$ cat src/rtl/ps2_host_tx.sv
// ==========================================================================
// ps2_host_tx : PS/2 host-to-device command byte transmitter (optional timers: PS2_TX_TIMEOUT_EN)
// Revision: 1.0
// ==========================================================================
`default_nettype none

module ps2_host_tx #(
  parameter int INHIBIT_CYCLES       = 1000,
  parameter int START_TIMEOUT_CYCLES = 150000,
  parameter int XFER_TIMEOUT_CYCLES  = 20000,
  parameter int SYNC_STAGES          = 2
) (
  input  logic       busclk,
  input  logic       rst,
  input  logic       ps2_clk,
  input  logic       ps2_data,
  output logic       clk_out,
  output logic       data_out,
  input  logic       tx_valid,
  input  logic [7:0] tx_data,
  output logic       tx_ready,
  output logic       tx_busy,
  output logic       tx_done,
  output logic       ack_error,
  output logic       timeout_error
);

  localparam int CNT_MAX_A = (INHIBIT_CYCLES > START_TIMEOUT_CYCLES) ? INHIBIT_CYCLES : START_TIMEOUT_CYCLES;
  localparam int CNT_MAX   = (CNT_MAX_A > XFER_TIMEOUT_CYCLES) ? CNT_MAX_A : XFER_TIMEOUT_CYCLES;
  localparam int CNT_W     = $clog2(CNT_MAX + 1);
  localparam logic [CNT_W-1:0] INH_LAST = CNT_W'(INHIBIT_CYCLES - 1);
`ifdef PS2_TX_TIMEOUT_EN
  localparam logic [CNT_W-1:0] START_LAST = CNT_W'(START_TIMEOUT_CYCLES - 1);
  localparam logic [CNT_W-1:0] XFER_LAST  = CNT_W'(XFER_TIMEOUT_CYCLES - 1);
`endif

  typedef enum logic [2:0] {
    S_IDLE, S_INHIBIT, S_RTS, S_SHIFT, S_ACK, S_WAIT_IDLE
  } state_t;

  state_t                 state, state_n;
  logic [SYNC_STAGES-1:0] clk_sync, data_sync;
  logic                   clk_prev, clk_s, data_s, fall;
  logic [CNT_W-1:0]       cnt, cnt_n, cnt_inc;
  logic [3:0]             bit_cnt, bit_cnt_n;
  logic [7:0]             byte_r, byte_n;
  logic                   par_r, par_n;
  logic                   data_n, done_n, ack_n;

  always_ff @(posedge busclk or posedge rst) begin
    if (rst) begin
      clk_sync  <= '1;
      data_sync <= '1;
      clk_prev  <= 1'b1;
    end else begin
      clk_sync  <= {clk_sync[SYNC_STAGES-2:0], ps2_clk};
      data_sync <= {data_sync[SYNC_STAGES-2:0], ps2_data};
      clk_prev  <= clk_sync[SYNC_STAGES-1];
    end
  end

  assign clk_s   = clk_sync[SYNC_STAGES-1];
  assign data_s  = data_sync[SYNC_STAGES-1];
  assign fall    = clk_prev & ~clk_s;
  assign cnt_inc = (cnt == {CNT_W{1'b1}}) ? cnt : cnt + CNT_W'(1);

`ifdef PS2_TX_TIMEOUT_EN
  logic timeout_n, expire;
`endif

  always_comb begin
    state_n   = state;
    cnt_n     = cnt;
    bit_cnt_n = bit_cnt;
    byte_n    = byte_r;
    par_n     = par_r;
    data_n    = data_out;
    done_n    = 1'b0;
    ack_n     = ack_error;
`ifdef PS2_TX_TIMEOUT_EN
    timeout_n = timeout_error;
    expire    = 1'b0;
`endif
    case (state)
      S_IDLE: begin
        data_n = 1'b1;
        if (tx_valid) begin
          byte_n  = tx_data;
          par_n   = ~^tx_data;
          ack_n   = 1'b0;
`ifdef PS2_TX_TIMEOUT_EN
          timeout_n = 1'b0;
`endif
          cnt_n   = '0;
          state_n = S_INHIBIT;
        end
      end
      S_INHIBIT: begin
        if (cnt == INH_LAST) begin
          data_n  = 1'b0;
          state_n = S_RTS;
        end else begin
          cnt_n = cnt_inc;
        end
      end
      S_RTS: begin
        bit_cnt_n = '0;
        cnt_n     = '0;
        state_n   = S_SHIFT;
      end
      S_SHIFT: begin
        if (fall) begin
          bit_cnt_n = bit_cnt + 4'd1;
          if (bit_cnt < 4'd8)       data_n = byte_r[bit_cnt[2:0]];
          else if (bit_cnt == 4'd8) data_n = par_r;
          else begin
            data_n  = 1'b1;
            state_n = S_ACK;
          end
        end
`ifdef PS2_TX_TIMEOUT_EN
        // One counter serves both timers: it restarts at the first falling edge.
        if (fall && bit_cnt == 4'd0)                                 cnt_n  = '0;
        else if (cnt == ((bit_cnt == 4'd0) ? START_LAST : XFER_LAST)) expire = 1'b1;
        else                                                          cnt_n  = cnt_inc;
`endif
      end
      S_ACK: begin
        if (fall) begin
          ack_n   = data_s;
          state_n = S_WAIT_IDLE;
        end
`ifdef PS2_TX_TIMEOUT_EN
        if (cnt == XFER_LAST) expire = 1'b1;
        else                  cnt_n  = cnt_inc;
`endif
      end
      S_WAIT_IDLE: begin
        if (clk_s && data_s) begin
          done_n  = 1'b1;
          state_n = S_IDLE;
        end
      end
      default: state_n = S_IDLE;
    endcase
`ifdef PS2_TX_TIMEOUT_EN
    if (expire) begin
      state_n   = S_IDLE;
      data_n    = 1'b1;
      done_n    = 1'b1;
      ack_n     = ack_error;
      timeout_n = 1'b1;
    end
`endif
  end

  always_ff @(posedge busclk or posedge rst) begin
    if (rst) begin
      state     <= S_IDLE;
      cnt       <= '0;
      bit_cnt   <= '0;
      byte_r    <= '0;
      par_r     <= 1'b0;
      clk_out   <= 1'b1;
      data_out  <= 1'b1;
      tx_ready  <= 1'b1;
      tx_busy   <= 1'b0;
      tx_done   <= 1'b0;
      ack_error <= 1'b0;
    end else begin
      state     <= state_n;
      cnt       <= cnt_n;
      bit_cnt   <= bit_cnt_n;
      byte_r    <= byte_n;
      par_r     <= par_n;
      clk_out   <= !(state_n == S_INHIBIT || state_n == S_RTS);
      data_out  <= data_n;
      tx_ready  <= (state_n == S_IDLE);
      tx_busy   <= (state_n != S_IDLE);
      tx_done   <= done_n;
      ack_error <= ack_n;
    end
  end

`ifdef PS2_TX_TIMEOUT_EN
  always_ff @(posedge busclk or posedge rst) begin
    if (rst) timeout_error <= 1'b0;
    else     timeout_error <= timeout_n;
  end
`else
  assign timeout_error = 1'b0;
`endif

endmodule

`default_nettype wire

$ cat config.mk
export PLATFORM = sky130hd
export DESIGN_NAME = ps2_host_tx
export DESIGN_NICKNAME = d
export VERILOG_FILES = /design/src/rtl/ps2_host_tx.sv
export SDC_FILE = /design/constraint.sdc
export NUM_CORES = 1
export LEC_CHECK = 0
export ABC_AREA = 1
export CORE_MARGIN = 1.5
export CORE_UTILIZATION = 40
export DETAILED_ROUTE_END_ITERATION = 8
export MAX_ROUTING_LAYER = met4
export PLACE_DENSITY = 0.64
export SYNTH_ARGS = -nofsm -noshare
export SYNTH_HDL_FRONTEND = slang
export SYNTH_SLANG_ARGS = --single-unit
$ cat constraint.sdc
create_clock -name busclk -period 1.5 [get_ports busclk]
set_input_delay 0.3 -clock busclk [delete_from_list [all_inputs] [get_ports busclk]]
set_output_delay 0.3 -clock busclk [all_outputs]
set_load 0.1 [all_outputs]
* Yosys cells after proc, flatten, opt, wreduce, memory -nomap -nowiden
Cells that the tools add are included.
Cells by class: $add $sub $neg 2, multipliers 0, divide/modulo/power cells 0, magnitude comparators 2, equality and inequality tests 16, shift-type cells 0, mux-type cells 26, bitwise operators 2, reductions and logical operators 16
Operator list (number):
- 18-bit two-way mux | 3
- 18-bit one-hot mux with 3 select lines | 1
- 3-bit two-way mux | 7
- 18-bit by 1-bit adder with 18-bit output (second input constant) | 1
- 18-bit by 10-bit == test with 1-bit output (second input constant) | 1
- 18-bit == test (second input constant) | 1
- 3-bit one-hot mux with 6 select lines | 1
- 2-bit != test (second input constant) | 6
- 3-bit by 2-bit == test with 1-bit output (second input constant) | 3
- 1-bit two-way mux | 9
- 3-bit nonzero test | 3
- 4-bit one-hot mux with 2 select lines | 1
- 8-bit XNOR reduction | 1
- 3-bit by 1-bit == test with 1-bit output (second input constant) | 2
- 3-bit == test (second input constant) | 2
- 3-bit zero test | 2
- 3-bit AND reduction | 2
- 4-bit by 1-bit adder with 4-bit output (second input constant) | 1
- 4-bit == test (second input constant) | 1
- 3-bit by 4-bit < comparator with 1-bit output (second input constant) | 1
- 4-bit < comparator (second input constant) | 1
- 4-bit two-way mux | 1
- 2-bit AND reduction | 2
- 4-bit AND reduction | 1
- other kinds (9) | 10
Word-level totals: flip-flop bits (word level) 45, bits in latches 0, RAM bits 0, memory bits (read-only) 0, input bits 13, output and inout bits 7, memories 0

* Depth between registers and ports, before layout
Gate-level depths: netlist of run 1.
depth in word-level cells 8, depth in mapped cells 12, depth with buffers taken out 11

* Least setup slack after synthesis of run 1
OpenSTA, ideal clock, no wires.
kind register -> register, start point register cnt[0], end point register cnt[11], library setup time 0.117 ns, data arrival time 1.466 ns, required time 1.383 ns, setup slack -0.082 ns, stages on the path, launching flop included 12, buffers on the path 1, path through dfrtp_1 -> ha_1 -> nand3_1 -> inv_1 -> nand2_2 -> nor2_1 -> nand3_1 -> nand2_1 -> nor2_1 -> buf_6 -> nand2_1 -> nand2_1
Between the ends: word-level cells in the longest chain between the ends 4
RTL lines:
- start, declared | line 44 | logic [CNT_W-1:0] cnt, cnt_n, cnt_inc;
- start signal, assigned | line 172 | cnt <= cnt_n;
- 18-bit by 1-bit adder with 18-bit output | line 65 | assign cnt_inc = (cnt == {CNT_W{1'b1}}) ? cnt : cnt + CNT_W'(1);
- 18-bit two-way mux | line 65
- 18-bit two-way mux | line 99 | if (cnt == INH_LAST) begin
- 18-bit one-hot mux with 3 select lines | line 84 | case (state)
Parallel ways exist; a longest one is shown, timed or not. The select of a mux whose other input is x is not followed. A chain may end at the register's enable or synchronous reset.

* Worst setup path in the final report of run 1
start point register state[2], end point register cnt[10]
Between the ends: word-level cells in the longest chain between the ends 3
RTL lines:
- start, declared | line 41 | state_t state, state_n;
- start signal, assigned | line 171 | state <= state_n;
- 3-bit by 1-bit == test with 1-bit output, or another cell as far along | line 84
- 2-bit != test (no line) / 3-bit nonzero test (equally long branches)
- 4-bit AND reduction (no line)
Parallel ways exist; a longest one is shown, timed or not.

==> impl_results.md, run 1 <==
- DIE AREA: 7010 um^2
- VDD IR max: 0.489 mV
- Drt pass-1 iters: 7
- CTS tree: done
- Hold WS: 334 ps
- Die height: 83.7 um
- Endpoints failing setup: 27
- Starting Density: 0.413
- Static Leak: 1.87 nW
- Area occupied by multi-input gates: 1620 um^2
- Worst Path Class, Setup: reg2reg
- Pin count of the biggest net entering global routing: 46
- Chip width: 83.7 um
- # rows: 29
- Final Hold Viols: 0
- Post-synth cell types: 32
- Fmax: 630 MHz
- Failing checks: negative setup slack
- Outcome: finished with violations
- Worst endpoint data arrival time: 1830 ps
- Detailed-route via count: 2620
- First-pass GRT wire length: 11800 um
- Max cap viols: 0
- CTS sink cnt: 45
- FF/Latch Area: 1140 um^2
- CTS max path bufs: 2
- Vias in the first global route: 2693
- Initial DRC count: 187
- Fin area: 3920 um^2
- Crit end category: flop
- Synth Instances: 349
- Share of post-route cells with drive strength above 1: 0.361
- Post-DR vias/cell: 5.07
- Min-delay worst type: in2async
- Final Max Slew Viols: 0
- DPL Wire Length: 4390 um
- H-Tree Depth: 2
- N_diodes: 0
- Crit share post-route: 1.06
- Syn avg cell area: 7.47 um^2
- Routed Wire Length: 7360 um
- P&R area growth vs syn: 50.4%
- CORE AREA: 6310 um^2
- Hold Buf Count CTS: 0
- Main synth FF type: dfrtp_1
- Tmin final: 1590 ps
- Clk_skew: 10.4 ps
- Number of flops mapped to enable cells by yosys: 0
- Max incr delay on CP: 450 ps
- Unrepaired setup endpoints after global routing: true
- #FFs+latches synth: 45
- Top post-synthesis cells by count: 113 x nand2_1, 60 x nor2_1, 37 x dfrtp_1, 27 x nand3_1, 25 x inv_1
- PortBufs: 18
- Worst EP required: 1740 ps
- Root buffer cell: clkbuf_8
- DRC: 0
- Sequential area share after synthesis: 0.436
- Global placer's final weighted congestion: 0.889
- Post-Syn Nets: 365
- Routed Antenna Nets: 0
- Ys async rst share: 1.00
- I/O pin count: 20
- Nets: 455
- PnR worst setup slack: -86.9 ps
- Clock transition at path regs: 90 ps
- Yosys warning count: 0
- Initial antenna violation count: 0
- Setup slack at placement: -456 ps
- Critical path fanouts, max: 16
- Filler instances: 526
- Share of the synthesized area in the top cell type: 0.355
- Pwr/cell area: 596 nW/um^2
- Ranking of synthesized cells by area: dfrtp_1 36%, nand2_1 16%, nor2_1 8.6%
- Crit path launch type: flop
- Area leader, netlist: dfrtp_1
- Top-count cell post-synth: nand2_1
- Per-cell routed wire length: 14.2 um
- Placed inst area: 3350 um^2
- GRT overflow: 0
- Clk_lat worst skew: 300 ps
- Inserted Clock Buffers: 5
- Synthesized area: 2610 um^2
- Critical path, cell by cell: nor2_4 -> nand2_4 -> buf_4 -> nor2_2 -> nand3_2 -> nand2_4 -> inv_8 -> nand2_8 -> nand2_1 -> nand2_1
- GRT Overall Usage: 0.213
- Slowest cell on crit path: dfrtp_2
## stage by stage
step | instances | util | power [mW] | TNS [ps]
final | 517 | 0.621 | 2.34 | -1690
after global routing | 517 | 0.621 | 2.41 | -3600
after CTS | 508 | 0.579 | 2.34 | -11.1
after detailed placement | 491 | 0.530 | 1.38 | -6040
after global placement | 491 | 0.530 | 1.38 | -5320
after floorplan | 349 | - | 1.32 | 0
## sequential cells by signal, summed over array words and instances, names as in the netlist, 2 cells and up
signal and count:
cnt 18, data_sync 2, clk_sync 2, bit_cnt 4, byte_r 8, state 3
## what timing repair did
action / CTS / global route
setup endpoints to repair: 21 / 28
gates cloned: 3 / 1
pin swaps: 6 / 11
resized for setup: 29 / 45
buffers inserted: 6 / 8
## placed cells by master (no fill, tap or decap), types with 2 or more instances in the layout
cell type	instances
nand4_1	3
dfrtp_1	35
inv_2	3
nand2_4	5
xnor2_1	8
buf_12	9
or2_2	2
and2_1	2
nor3_1	2
inv_6	2
clkbuf_8	5
nand2_8	5
o21ai_0	6
nor2_1	41
mux2_2	7
nand3_1	20
nand2_2	6
xor2_1	12
clkdlybuf4s50_1	12
a21oi_1	9
buf_4	61
inv_1	23
dfrtp_2	2
nor2_2	12
buf_6	5
nand3_2	5
ha_1	2
nor2_4	9
nand3_4	2
nand2_1	103
dfstp_2	8
## worst paths after layout
| kind | start | end | slack [ps] | cells after the start |
|---|---|---|---|---|
| max | state[2] | cnt[10] | -90 | 10 |
| min | rst | tx_busy | 330 | 3 |
| max reg2reg | state[2] | cnt[10] | -90 | 10 |
| min reg2reg | clk_sync[0] | clk_sync[1] | 360 | 0 |
| max in group asynchronous | rst | clk_out | 880 | 3 |
| min in group busclk | clk_sync[0] | clk_sync[1] | 360 | 0 |
## worst max-delay path: cells and delay by family (launching register included)
family	cells	cell delay, ps
buf+inv	2	270
simple gates	8	810
flops	1	450
## layer usage
metal	GRT usage	up-vias	share of wire
li1	-	1276	-
met1	0.249	1239	0.41
met2	0.362	77	0.51
met3	0.0376	28	0.040
met4	0.0864	0	0.033
met5	-	-	0
## cell families (layout without fill, tap and decap cells)
family | Yosys count | after routing | synth area share
muxes | 7 | 7 | 0.0302
and+or+nand+nor | 217 | 220 | 0.347
DFF | 45 | 45 | 0.436
AOI/OAI and AO/OA | 20 | 20 | 0.0417
buffers and inverters | 36 | 124 | 0.0619
adders and majority gates | 3 | 3 | 0.0144
xor gates and xnor gates | 20 | 20 | 0.0672
other | 1 | 1 | 0.00144
## layout make-up
type                    instances  area share
clock buffers                   5      0.0175
clock inverters                 3      0.0121
inverters                      28      0.0293
multi-input cells             271       0.412
flip-flops and latches         45       0.290
well taps                      77      0.0246
repair buffers                 88       0.214
## power by group
group / switching, mW / internal (mW) / leakage, nW / total, mW
Sequential: 0.00419 / 1.22 / 0.548 / 1.23
Combinational: 0.0725 / 0.0596 / 1.26 / 0.132
Clock: 0.469 / 0.509 / 0.0591 / 0.978
Power figures use the tool's default switching activity.
==> run 2: changes to the inputs <==
Settings changed: GPL_ROUTABILITY_DRIVEN from default to 1, PLACE_DENSITY 0.64 to 0.65.
==> run 2 against run 1 <==
The run still ends with negative setup slack left. Worst setup slack better by 12 ps. Largest cell class unchanged. Hold slack better by 5.0 ps. Critical path type unchanged. Largest power group unchanged. Routed wire length decreased by 1.0%. Sequential cell count stayed put. Via count decreased by 2.1%. Die area stayed put.
==> impl_results.md, run 2 (same netlist as run 1, synthesis figures left out) <==
- Endpoints failing setup: 19
- Starting Density: 0.413
- Routed Wire Length: 7280 um
- Nets: 448
- Min-delay worst type: in2async
- Worst EP required: 1740 ps
- CTS tree: done
- Final Max Slew Viols: 0
- P&R area growth vs syn: 50.7%
- GRT overflow: 0
- Die height: 83.7 um
- Unrepaired setup endpoints after global routing: true
- Critical path fanouts, max: 5
- Root buffer cell: clkbuf_8
- Clk_skew: 10.0 ps
- Inserted Clock Buffers: 5
- DRC: 0
- Commonest non-fill, non-tap cell in the layout: nand2_1
- CTS sink cnt: 45
- Tmin final: 1580 ps
- Chip width: 83.7 um
- N_diodes: 0
- Worst r2r path cells: 10
- GR peak layer: met2
- Routed Antenna Nets: 0
- Fmax: 635 MHz
- PnR worst setup slack: -75.3 ps
- Static Leak: 1.88 nW
- Worst endpoint data arrival time: 1820 ps
- DIE AREA: 7010 um^2
- Vias in the first global route: 2486
- M1 GR Usage: 0.243
- VDD IR max: 0.492 mV
- Setup slack, reg-to-reg: -80 ps
- Critical path, cell by cell: buf_6 -> nor2_4 -> nand2_2 -> nor2_4 -> nand3_4 -> nand2_4 -> nand2_8 -> nand2_8 -> nand2_2 -> nand2_1
- Pwr/cell area: 626 nW/um^2
- H-Tree Depth: 2
- GRT Overall Usage: 0.203
- First-pass GRT wire length: 11200 um
- Crit path launch type: flop
- Initial antenna violation count: 0
- Post-DR vias/cell: 5.03
- Drt pass-1 iters: 4
- Share of post-route cells with drive strength above 1: 0.400
- Clock transition at path regs: 100 ps
- Slowest cell on crit path: dfrtp_1
- Crit end category: flop
- Global placer's final weighted congestion: 0.874
- Max cap viols: 0
- Failing checks: negative setup slack
- Most frequent cells in the layout: 83 x nand2_1, 55 x buf_4, 40 x nor2_1
- I/O pin count: 20
- Initial DRC count: 142
- Top reg by flops: cnt
- Buf+Inv Stages, Crit Path: 1
- Outcome: finished with violations
- DPL Wire Length: 4380 um
- CTS max path bufs: 2
- Reg2Reg Capture Point: cnt[15]
- Delay-heaviest family, CP: simple AND/OR/NAND/NOR gates
- Placed inst area: 3340 um^2
- Met2 usage: 0.351
- Per-cell routed wire length: 14.3 um
- Fin area: 3930 um^2
- Max incr delay on CP: 430 ps
- Worst Path Class, Setup: reg2reg
- Pin count of the biggest net entering global routing: 46
- PortBufs: 18
- Hold Buf Count CTS: 0
- CORE AREA: 6310 um^2
- Clk_lat worst skew: 310 ps
- R2R Path Start: cnt[11]
- Final Hold Viols: 0
- Max FFs per register: 18
- Crit share post-route: 1.05
- # rows: 29
- Detailed-route via count: 2566
- Biggest regs: cnt (18), byte_r (8), bit_cnt (4)
- Hold WS: 339 ps
- GRT met3 Usage: 0.0376
==> run 2: cell types whose count changed in the layout (fill, tap and decap cells not counted), sizes merged <==
cell / change
buf: -7
inv: -2
bufinv: +1
clkinv: +1
==> run 2: per-layer routing <==
layer	share of wire	vias to the layer above
li1	-	1261
met4	0.020	0
met2	0.53	47
met1	0.42	1243
met5	0	-
met3	0.029	15
==> run 2: worst min-delay path, stage by stage <==
cell and delay, ps:
clkdlybuf4s50_1 410, inv_2 70, buf_12 240
==> run 2: worst max-delay path by stage <==
stage,start,endpoint,cells after the start
2_1_floorplan,cnt[0],cnt[14],7
3_3_place_gp,tx_valid,cnt[17],7
3_5_place_dp,tx_valid,cnt[0],7
4_1_cts,cnt[0],cnt[13],12
5_1_grt,cnt[1],cnt[15],12
6_report,cnt[11],cnt[15],10
==> run 2: cell type report <==
type / instances / area, um^2
Timing Repair Buffer: 81 / 783
Fill cell: 514 / 2380
Multi-Input combinational cell: 271 / 1660
Sequential cell: 45 / 1140
Clock buffer: 5 / 68.8
Inverter: 28 / 115
Clock inverter: 3 / 65.1
Tap cell: 77 / 96.3
==> run 2: what timing repair did <==
action,CTS,global route
buffers inserted,2,7
gates resized for setup,33,59
pin swaps,5,24
setup endpoints to repair,28,32
cloned,3,1
==> run 2: metrics by stage <==
| step | setup TNS (ps) | setup WS (ps) | util | power (mW) | std cells |
|---|---|---|---|---|---|
| 3_3_place_gp | -5280 | -410 | 0.529 | 1.38 | 490 |
| 2_1_floorplan | 0 | 12.3 | - | 1.32 | 349 |
| 6_report | -990 | -75.3 | 0.622 | 2.46 | 510 |
| 4_1_cts | -460 | -38.2 | 0.577 | 2.48 | 503 |
| 3_5_place_dp | -6240 | -456 | 0.529 | 1.39 | 490 |
| 5_1_grt | -2510 | -147 | 0.622 | 2.55 | 510 |
==> run 2: where the power goes <==
group / internal, mW / switching, mW / total (mW)
combinational: 0.0574 / 0.0747 / 0.132
clock: 0.662 / 0.437 / 1.10
sequential: 1.22 / 0.00407 / 1.23
total: 1.94 / 0.515 / 2.46
